`config.mk`:
```
export PLATFORM = sky130hd
export DESIGN_NAME = mem_arbiter_flat
export DESIGN_NICKNAME = d
export VERILOG_FILES = /design/src/rtl/mem_arbiter_if.sv /design/src/rtl/mem_arbiter.sv /design/src/flat_wrapper.sv
export SDC_FILE = /design/constraint.sdc
export NUM_CORES = 1
export LEC_CHECK = 0
export ABC_AREA = 1
export BUFFER_PORTS_ARGS = -buffer_cell sky130_fd_sc_hd__buf_2
export CORE_AREA = 2 2 181 183
export CTS_CLUSTER_SIZE = 30
export DETAILED_ROUTE_END_ITERATION = 12
export DIE_AREA = 0 0 183 185
export GPL_ROUTABILITY_DRIVEN = 0
export SLEW_MARGIN = 10
export SYNTH_ARGS = -nofsm -noshare
export SYNTH_HDL_FRONTEND = slang
export SYNTH_SLANG_ARGS = --single-unit
```
`constraint.sdc`:
```
create_clock -name clk -period 1.7 [get_ports clk]
set_clock_uncertainty 0.05 [all_clocks]
set_input_delay 0.255 -clock clk [delete_from_list [all_inputs] [get_ports clk]]
set_output_delay 0.255 -clock clk [all_outputs]
set_load 0.005 [all_outputs]
```
`src/rtl/mem_arbiter_if.sv`:
```
// Bus bundle between the pipeline's fetch/data ports, the arbiter and the unified memory.
// The arbiter takes the slave view; the pipeline plus memory side takes the master view.
interface mem_arbiter_if #(
   parameter int N = 64
);
   logic          if_req;
   logic [31:0]   if_adr;
   logic [31:0]   if_instr;
   logic          if_stall;
   logic          if_done;
   logic          d_req;
   logic [1:0]    d_we;
   logic [N-1:0]  d_adr;
   logic [N-1:0]  d_wdata;
   logic [N-1:0]  d_rdata;
   logic          d_stall;
   logic          d_done;
   logic          m_req;
   logic [1:0]    m_we;
   logic [N-1:0]  m_adr;
   logic [N-1:0]  m_wdata;
   logic [N-1:0]  m_rdata;
   logic          m_ready;

   modport slave (
      input  if_req, if_adr, d_req, d_we, d_adr, d_wdata, m_rdata, m_ready,
      output if_instr, if_stall, if_done, d_rdata, d_stall, d_done,
             m_req, m_we, m_adr, m_wdata
   );

   modport master (
      output if_req, if_adr, d_req, d_we, d_adr, d_wdata, m_rdata, m_ready,
      input  if_instr, if_stall, if_done, d_rdata, d_stall, d_done,
             m_req, m_we, m_adr, m_wdata
   );
endinterface

```
`src/rtl/mem_arbiter.sv`:
```
// Serialises instruction-fetch and data accesses onto one single-port memory.
// Data has priority; after MAX_DWIN data wins against a waiting fetch, the fetch goes once.
module mem_arbiter #(
   parameter int N        = 64,
   parameter int MAX_DWIN = 4
) (
   input  logic         clk,
   input  logic         reset,
   mem_arbiter_if.slave bus
);
   localparam int CW = $clog2(MAX_DWIN + 1);

   typedef enum logic [1:0] {IDLE, IFETCH, DACC} state_t;

   state_t         state;
   logic [CW-1:0]  dwin_cnt;
   logic [CW-1:0]  dwin_next;
   logic           m_req_r;
   logic [1:0]     m_we_r;
   logic [N-1:0]   m_adr_r;
   logic [N-1:0]   m_wdata_r;
   logic           if_done_r;
   logic           d_done_r;
   logic [31:0]    if_instr_r;
   logic [N-1:0]   d_rdata_r;
   logic           fetch_due;
   logic           bubble;
   logic           grant_d;
   logic           grant_i;

   // Selects the 32-bit instruction from the bus word by address bit 2 on a wide bus.
   function automatic logic [31:0] fetch_word(input logic [N-1:0] w, input logic hi);
      logic [N-1:0] s;
      s = (N > 32 && hi) ? (w >> 32) : w;
      return s[31:0];
   endfunction

   // A done pulse forces one idle bubble so the pipeline can present its next request.
   always_comb begin
      fetch_due = bus.if_req && (dwin_cnt == CW'(MAX_DWIN));
      bubble    = if_done_r || d_done_r;
      grant_d   = !bubble && bus.d_req && !fetch_due;
      grant_i   = !bubble && bus.if_req && !grant_d;
      dwin_next = (dwin_cnt == CW'(MAX_DWIN)) ? dwin_cnt : dwin_cnt + CW'(1);
   end

   always_ff @(posedge clk) begin
      if (reset) begin
         state      <= IDLE;
         dwin_cnt   <= '0;
         m_req_r    <= 1'b0;
         m_we_r     <= 2'b00;
         m_adr_r    <= '0;
         m_wdata_r  <= '0;
         if_done_r  <= 1'b0;
         d_done_r   <= 1'b0;
         if_instr_r <= '0;
         d_rdata_r  <= '0;
      end else begin
         if_done_r <= 1'b0;
         d_done_r  <= 1'b0;
         case (state)
            IDLE: begin
               if (grant_d) begin
                  state     <= DACC;
                  m_req_r   <= 1'b1;
                  m_we_r    <= bus.d_we;
                  m_adr_r   <= bus.d_adr;
                  m_wdata_r <= bus.d_wdata;
                  dwin_cnt  <= bus.if_req ? dwin_next : '0;
               end else if (grant_i) begin
                  state     <= IFETCH;
                  m_req_r   <= 1'b1;
                  m_we_r    <= 2'b00;
                  m_adr_r   <= N'(bus.if_adr);
                  m_wdata_r <= '0;
                  dwin_cnt  <= '0;
               end
            end
            // The access always completes, even if the requester has since dropped out.
            IFETCH, DACC: begin
               if (bus.m_ready) begin
                  state   <= IDLE;
                  m_req_r <= 1'b0;
                  if (state == DACC) begin
                     d_rdata_r <= bus.m_rdata;
                     d_done_r  <= 1'b1;
                  end else begin
                     if_instr_r <= fetch_word(bus.m_rdata, m_adr_r[2]);
                     if_done_r  <= 1'b1;
                  end
               end
            end
            default: state <= IDLE;
         endcase
      end
   end

   assign bus.m_req    = m_req_r;
   assign bus.m_we     = m_we_r;
   assign bus.m_adr    = m_adr_r;
   assign bus.m_wdata  = m_wdata_r;
   assign bus.if_done  = if_done_r;
   assign bus.d_done   = d_done_r;
   assign bus.if_instr = if_instr_r;
   assign bus.d_rdata  = d_rdata_r;
   assign bus.if_stall = bus.if_req & ~if_done_r;
   assign bus.d_stall  = bus.d_req & ~d_done_r;
endmodule

```
`src/flat_wrapper.sv`:
```
// flat-port wrapper written by rule: the top's interface ports become plain ports
module mem_arbiter_flat 
#(
   parameter int N        = 64,
   parameter int MAX_DWIN = 4
)
  (clk, reset, bus_if_req, bus_if_adr, bus_d_req, bus_d_we, bus_d_adr, bus_d_wdata, bus_m_rdata, bus_m_ready, bus_if_instr, bus_if_stall, bus_if_done, bus_d_rdata, bus_d_stall, bus_d_done, bus_m_req, bus_m_we, bus_m_adr, bus_m_wdata);
  mem_arbiter_if #(.N(N)) bus_i ();
  input  logic clk;
  input  logic reset;
  input wire logic [$bits(bus_i.if_req)-1:0] bus_if_req;
  input wire logic [$bits(bus_i.if_adr)-1:0] bus_if_adr;
  input wire logic [$bits(bus_i.d_req)-1:0] bus_d_req;
  input wire logic [$bits(bus_i.d_we)-1:0] bus_d_we;
  input wire logic [$bits(bus_i.d_adr)-1:0] bus_d_adr;
  input wire logic [$bits(bus_i.d_wdata)-1:0] bus_d_wdata;
  input wire logic [$bits(bus_i.m_rdata)-1:0] bus_m_rdata;
  input wire logic [$bits(bus_i.m_ready)-1:0] bus_m_ready;
  output wire logic [$bits(bus_i.if_instr)-1:0] bus_if_instr;
  output wire logic [$bits(bus_i.if_stall)-1:0] bus_if_stall;
  output wire logic [$bits(bus_i.if_done)-1:0] bus_if_done;
  output wire logic [$bits(bus_i.d_rdata)-1:0] bus_d_rdata;
  output wire logic [$bits(bus_i.d_stall)-1:0] bus_d_stall;
  output wire logic [$bits(bus_i.d_done)-1:0] bus_d_done;
  output wire logic [$bits(bus_i.m_req)-1:0] bus_m_req;
  output wire logic [$bits(bus_i.m_we)-1:0] bus_m_we;
  output wire logic [$bits(bus_i.m_adr)-1:0] bus_m_adr;
  output wire logic [$bits(bus_i.m_wdata)-1:0] bus_m_wdata;
  assign bus_i.if_req = bus_if_req;
  assign bus_i.if_adr = bus_if_adr;
  assign bus_i.d_req = bus_d_req;
  assign bus_i.d_we = bus_d_we;
  assign bus_i.d_adr = bus_d_adr;
  assign bus_i.d_wdata = bus_d_wdata;
  assign bus_i.m_rdata = bus_m_rdata;
  assign bus_i.m_ready = bus_m_ready;
  assign bus_if_instr = bus_i.if_instr;
  assign bus_if_stall = bus_i.if_stall;
  assign bus_if_done = bus_i.if_done;
  assign bus_d_rdata = bus_i.d_rdata;
  assign bus_d_stall = bus_i.d_stall;
  assign bus_d_done = bus_i.d_done;
  assign bus_m_req = bus_i.m_req;
  assign bus_m_we = bus_i.m_we;
  assign bus_m_adr = bus_i.m_adr;
  assign bus_m_wdata = bus_i.m_wdata;
  mem_arbiter #(.N(N), .MAX_DWIN(MAX_DWIN)) u_core (.clk(clk), .reset(reset), .bus(bus_i));
endmodule
```
==> impl_metrics.json, run 1 <==
{
  "slew_headroom_pct": 66.0,
  "final_antenna_net_count": 0,
  "worstPathRequired_ps": 2110,
  "layout-drive-gt1-share_pct": 30.4,
  "cts.sinks": 234,
  "clock-root-buffer": "clkbuf_16",
  "grt_max_degree": 105,
  "maxSlewViolCount": 0,
  "drc": 0,
  "period_minus_slack_ps": 1610,
  "initial_core_util_pct": 28.2,
  "synth_top_area_share_pct": 51.8,
  "numCtsBuffers": 26,
  "antennaDiodeCount": 0,
  "hold_viol_final": 0,
  "status": "complete, no violations",
  "clkLatencyLatePin_ps": 520,
  "via_per_inst": 4.53,
  "cts.htree.levels": 1,
  "hpwlAfterDp_microns": 22200,
  "first_global_vias": 9920,
  "cts_tree": "built",
  "grt_util_all_layers_pct": 18.2,
  "drv_cap": 0,
  "die_x_microns": 183,
  "dp.cells": 2035,
  "ir_drop_v": 0.000760,
  "wl_per_cell_microns": 15.0,
  "ys_seq_area_share_pct": 51.8,
  "nets": 2069,
  "cpPeakStageDelay_ps": 330,
  "leakagePower_uw": 0.00706,
  "first_pass_iters": 4,
  "grt_pass1_wl_microns": 50100,
  "p_int_uw": 10700,
  "die_y_microns": 185,
  "final_cells": 2257,
  "synth_top_cell_by_area": "dfxtp_1",
  "slowest_stage": "dfxtp_2",
  "seq_power_share_pct": 41.7,
  "core.rowCount": 66,
  "cts_max_path_buffers": 3,
  "boundaryPins": 462,
  "crit_arrival_ps": 2020,
  "core_sq_mm": 0.0320,
  "nFillCells": 3074,
  "power.density_mw_per_mm2": 1010,
  "synth_cells": 1217,
  "switching_share_pct": 27.6,
  "combPwrFrac_pct": 21.3,
  "cp_cell_sequence": "inv_1 > ha_1 > nand3_2 > nand3_2 > buf_12 > buf_12 > o21ai_0 > nor2_1 > nor2_1",
  "worst_setup_path_start_kind": "flop",
  "crit_type": "reg2reg",
  "die-area_sq_mm": 0.0339,
  "fmax_mhz": 622,
  "worstSetupEndpointType": "flop",
  "vias": 10200,
  "synth_warnings": 0,
  "antenna_found_initial": 1,
  "drt_wl_total_microns": 33900,
  "ys_ff_latch": 234,
  "area_growth_pct": 62.4,
  "syn_avg_cell_area_sq_um": 7.43,
  "syn_area_sq_mm": 0.00904,
  "portBuffers": 461,
  "crit_fanout": 24,
  "clkPwrFrac_pct": 37.0,
  "tightest_slew_ps": 509,
  "synth_nets": 1453,
  "whs_ps": 13.2,
  "hold_path.class": "in2reg",
  "synthTopCellsByArea": "dfxtp_1, a21oi_1, nand2_1",
  "grt_overflow_total": 0,
  "synth.distinct_cells": 22,
  "switchingPower_uw": 4100,
  "clkTransAtPathRegs_ps": 60,
  "multi_input_area_sq_mm": 0.00346,
  "fin_crit_sh_pct": 94.6,
  "regArea_sq_mm": 0.00469,
  "drt-initial-drc-count": 385,
  "setup_violations": 0
}
[metal layers]
layer  up-vias  GRT usage [%]  wire length, microns
met1      4624           20.7                 13400
met4         2           6.59                  1080
met3        60           4.80                  2820
met5         -              0                    13
met2       423           32.7                 16600
li1       5104              -                     -
[worst max-delay path, delay by kind of cell (launching register included)]
kind,cells,cell delay (ps)
compound gates,1,200
fa+ha+maj,1,200
buf+inv,3,370
flops,1,330
simple gates,4,370
[power groups by stage]
stage	Sequential, uW	Combinational, uW	Clock (uW)
after floorplan	6330	1310	0
after global routing	6240	3500	5880
final	6190	3160	5490
after CTS	6180	2970	5660
after global placement	6310	2600	0
after detailed placement	6310	2630	0
[repair_timing]
item,CTS,global route
hold endpoints to repair,192,0
pin swaps,0,3
endpoints found under the setup margin,2,216
hold buffers,167,0
resized for setup,2,19
cloned,0,6
setup buffers,1,4
[final timing paths]
kind | start | to | slack [ps] | cells past startpoint
max | u_core.dwin_cnt[0] | u_core.bus.m_adr[26] | 90 | 9
min | bus_m_ready | u_core.bus.if_done | 10 | 3
max reg2reg | u_core.dwin_cnt[0] | u_core.bus.m_adr[26] | 90 | 9
min reg2reg | u_core.bus.d_rdata[27] | u_core.bus.d_rdata[27] | 390 | 2
[stage by stage]
stage / total power [uW] / utilization (%) / cell area [sq um] / setup slack, ps / setup TNS (ps)
2_1_floorplan: 7640 / - / 9040 / 80.4 / 0
3_3_place_gp: 8900 / 37.3 / 11900 / -4.02 / -4.02
3_5_place_dp: 8940 / 37.3 / 11900 / -37.0 / -37.0
4_1_cts: 14800 / 45.1 / 14400 / 3.68 / 0
5_1_grt: 15600 / 45.8 / 14700 / -11.6 / -48.9
6_report: 14800 / 45.8 / 14700 / 92.3 / 0
[placed cells by master, fill, tap and decap left out, types with 3 or more instances in the layout]
master and n:
buf_2 460, nand2_1 241, a21oi_1 230, dfxtp_1 230
dlygate4sd3_1 167, o21ai_0 159, inv_1 137, nor2_1 103
clkbuf_16 32, buf_4 22, buf_12 17, clkbuf_1 8
clkbuf_8 6, clkinv_2 3, ha_1 3, buf_6 3
dfxtp_2 3
[registers in the layout, summed over array words and instances, names as in the netlist]
| signal | cells |
|---|---|
| u_core.bus.m_we | 2 |
| u_core.bus.m_req | 1 |
| u_core.bus.d_done | 1 |
| u_core.dwin_cnt | 3 |
| u_core.bus.if_instr | 32 |
| u_core.bus.m_wdata | 64 |
| u_core.state | 2 |
| u_core.bus.m_adr | 64 |
| u_core.bus.if_done | 1 |
| u_core.bus.d_rdata | 64 |
[cells in the mapped netlist]
| library cell | count |
|---|---|
| xor2_1 | 1 |
| dfxtp_1 | 234 |
| nand2_2 | 1 |
| buf_2 | 18 |
| nor2_2 | 1 |
| nor3_1 | 1 |
| nor2_1 | 103 |
| nand3_1 | 5 |
| clkbuf_1 | 54 |
| nor2_4 | 1 |
| buf_1 | 4 |
| nand4_1 | 2 |
| buf_6 | 8 |
| nand4_2 | 1 |
| buf_4 | 3 |
| a21oi_1 | 230 |
| nand2_1 | 242 |
| o21ai_0 | 161 |
| ha_1 | 5 |
| inv_4 | 1 |
| inv_1 | 139 |
| inv_2 | 2 |
[cells by family (layout without fill, tap and decap cells)]
group                      count (synthesis)  count (layout)  share of synthesized area [%]
adders and majority gates                  5               5                          0.692
xor gates and xnor gates                   1               1                         0.0969
buffers and inverters                    229             861                           10.6
and+or+nand+nor                          357             357                           15.2
AOI/OAI and AO/OA                        391             391                           21.6
DFF                                      234             234                           51.8
[cell type report]
| cell class | instances | area share, % |
|---|---|---|
| Sequential cell | 234 | 31.9 |
| Clock inverter | 3 | 0.273 |
| Timing Repair Buffer | 675 | 31.7 |
| Inverter | 142 | 3.71 |
| Clock buffer | 41 | 5.37 |
| Tap cell | 408 | 3.48 |
| Multi-Input combinational cell | 754 | 23.6 |
Note: power is estimated with default switching activity, not from simulation.
==> run 2: changes to the inputs <==
RECOVER_POWER = 50   (was unset)
clock period = 1.9 ns   (was 1.7 ns; I/O delays follow)
==> run 2 against run 1 <==
Effect of this change: setup slack improved by 18 ps; combinational power shrank 23%; cell count fell by 2.1%; first-iteration DRC count down 19%; largest power group unchanged; cell area fell by 6.1%; sequential power is 9.9% lower; clock power shrank 8.7%; critical path depth fell by 7.
==> impl_metrics.json, run 2 (synthesis gave the netlist of run 1 again) <==
{
  "hpwlAfterDp_microns": 22000,
  "core.rowCount": 66,
  "drc": 0,
  "drt-initial-drc-count": 312,
  "cts.htree.levels": 1,
  "antenna_found_initial": 2,
  "cp-endpoint": "bus_m_adr[2]",
  "layout-drive-gt1-share_pct": 20.5,
  "grt_pass1_wl_microns": 48600,
  "reg2reg_to": "u_core.bus.if_instr[9]",
  "cts_setup_buffers": 0,
  "fin_crit_sh_pct": 94.2,
  "grt_overflow_total": 0,
  "clock-root-buffer": "clkbuf_16",
  "grt_max_degree": 105,
  "status": "complete, no violations",
  "initial_core_util_pct": 28.2,
  "worstPathRequired_ps": 1560,
  "maxSlewViolCount": 0,
  "crit_arrival_ps": 1460,
  "worstSetupEndpointType": "output port",
  "ir_drop_v": 0.000541,
  "drt_wl_total_microns": 32300,
  "clkLatencyLatePin_ps": 530,
  "final_area_sq_mm": 0.0138,
  "cts_tree": "built",
  "power.density_mw_per_mm2": 943,
  "nets": 2018,
  "final_util_pct": 43.1,
  "wl_per_cell_microns": 14.6,
  "first_pass_iters": 5,
  "crit_path_start": "u_core.bus.m_adr[2]",
  "rsz0062_at_grt": "false",
  "period_minus_slack_ps": 1790,
  "r2r_setup_slack_ps": 190,
  "leakagePower_uw": 0.00606,
  "area_growth_pct": 52.6,
  "grt_util_all_layers_pct": 17.6,
  "worst_setup_path_start_kind": "flop",
  "fmax_mhz": 559,
  "vias": 9973,
  "die_y_microns": 185,
  "drv_cap": 0,
  "cts_max_path_buffers": 3,
  "first_global_vias": 9595,
  "boundaryPins": 462,
  "via_per_inst": 4.51,
  "setup_violations": 0,
  "slew_headroom_pct": 65.9,
  "portBuffers": 461,
  "layout_commonest_cell": "buf_2",
  "clkTransAtPathRegs_ps": 60,
  "placed_area_sq_mm": 0.0118,
  "die_x_microns": 183,
  "crit_fanout": 25,
  "rr_worst_depth": 7,
  "cts.sinks": 234,
  "tightest_slew_ps": 511,
  "core_sq_mm": 0.0320,
  "power.total_uw": 13000,
  "hold_viol_final": 0,
  "die-area_sq_mm": 0.0339,
  "final_antenna_net_count": 0,
  "nFillCells": 3291,
  "layout_common_cells": "buf_2, nand2_1, dfxtp_1",
  "numCtsBuffers": 27,
  "crit_type": "reg2out",
  "r2r-start": "u_core.state[1]",
  "fin_tns_setup_ps": 0,
  "hold_path.class": "in2reg"
}
## run 2: worst min-delay path by stage
stage,startpoint,to,slack [ps],cells after the start
3_3_place_gp,u_core.bus.d_rdata[44],u_core.bus.d_rdata[44],380,2
6_report,bus_m_rdata[57],u_core.bus.if_instr[25],20,3
5_1_grt,bus_m_rdata[21],u_core.bus.d_rdata[21],20,3
3_5_place_dp,u_core.bus.d_rdata[47],u_core.bus.d_rdata[47],380,2
4_1_cts,bus_m_rdata[6],u_core.bus.d_rdata[6],0.5,3
2_1_floorplan,bus_d_adr[61],u_core.bus.m_adr[61],380,2
## run 2: report_power, final
part | switching (uW) | internal (uW) | total (uW)
clock | 2050 | 2960 | 5010
combinational | 1370 | 1050 | 2420
sequential | 247 | 5330 | 5580
## run 2: area by class of cell
| cell class | instances | area, sq um | share of cell area (%) |
|---|---|---|---|
| flip-flops and latches | 234 | 4690 | 34.0 |
| repair buffers | 623 | 3780 | 27.4 |
| multi-input cells | 754 | 3420 | 24.8 |
| clock buffers | 42 | 822 | 5.96 |
| inverters | 142 | 537 | 3.89 |
| well taps | 408 | 510 | 3.70 |
| clock inverters | 6 | 42.5 | 0.308 |
| diodes | 1 | 2.50 | 0.0181 |
## run 2: timing repair
action | CTS | global route
hold buffers | 131 | 0
resized for setup | 1 | 0
setup endpoints to repair | 1 | 1
endpoints found under the hold margin | 140 | 0
cloned | 0 | 1
## run 2: metal layers
metal  part of all wire (%)  vias up  global-route usage [%]
met3                    8.0       64                    4.80
met1                     41     4517                    20.4
met2                     48      379                    31.1
li1                       -     5009                       -
met5                  0.062        -                       0
met4                    3.1        4                    6.14
## run 2: worst max-delay path, stage by stage, from the launching register on
cell and delay [ps]:
dfxtp_4 550, buf_4 230, buf_2 130
## run 2: through the flow
step	std cells	setup slack, ps	hold slack, ps
final	2210	110	16.1
after detailed placement	2029	185	381
after CTS	2208	114	0.499
after floorplan	1217	280	382
after global placement	2029	214	377
after global routing	2210	2.08	21.4
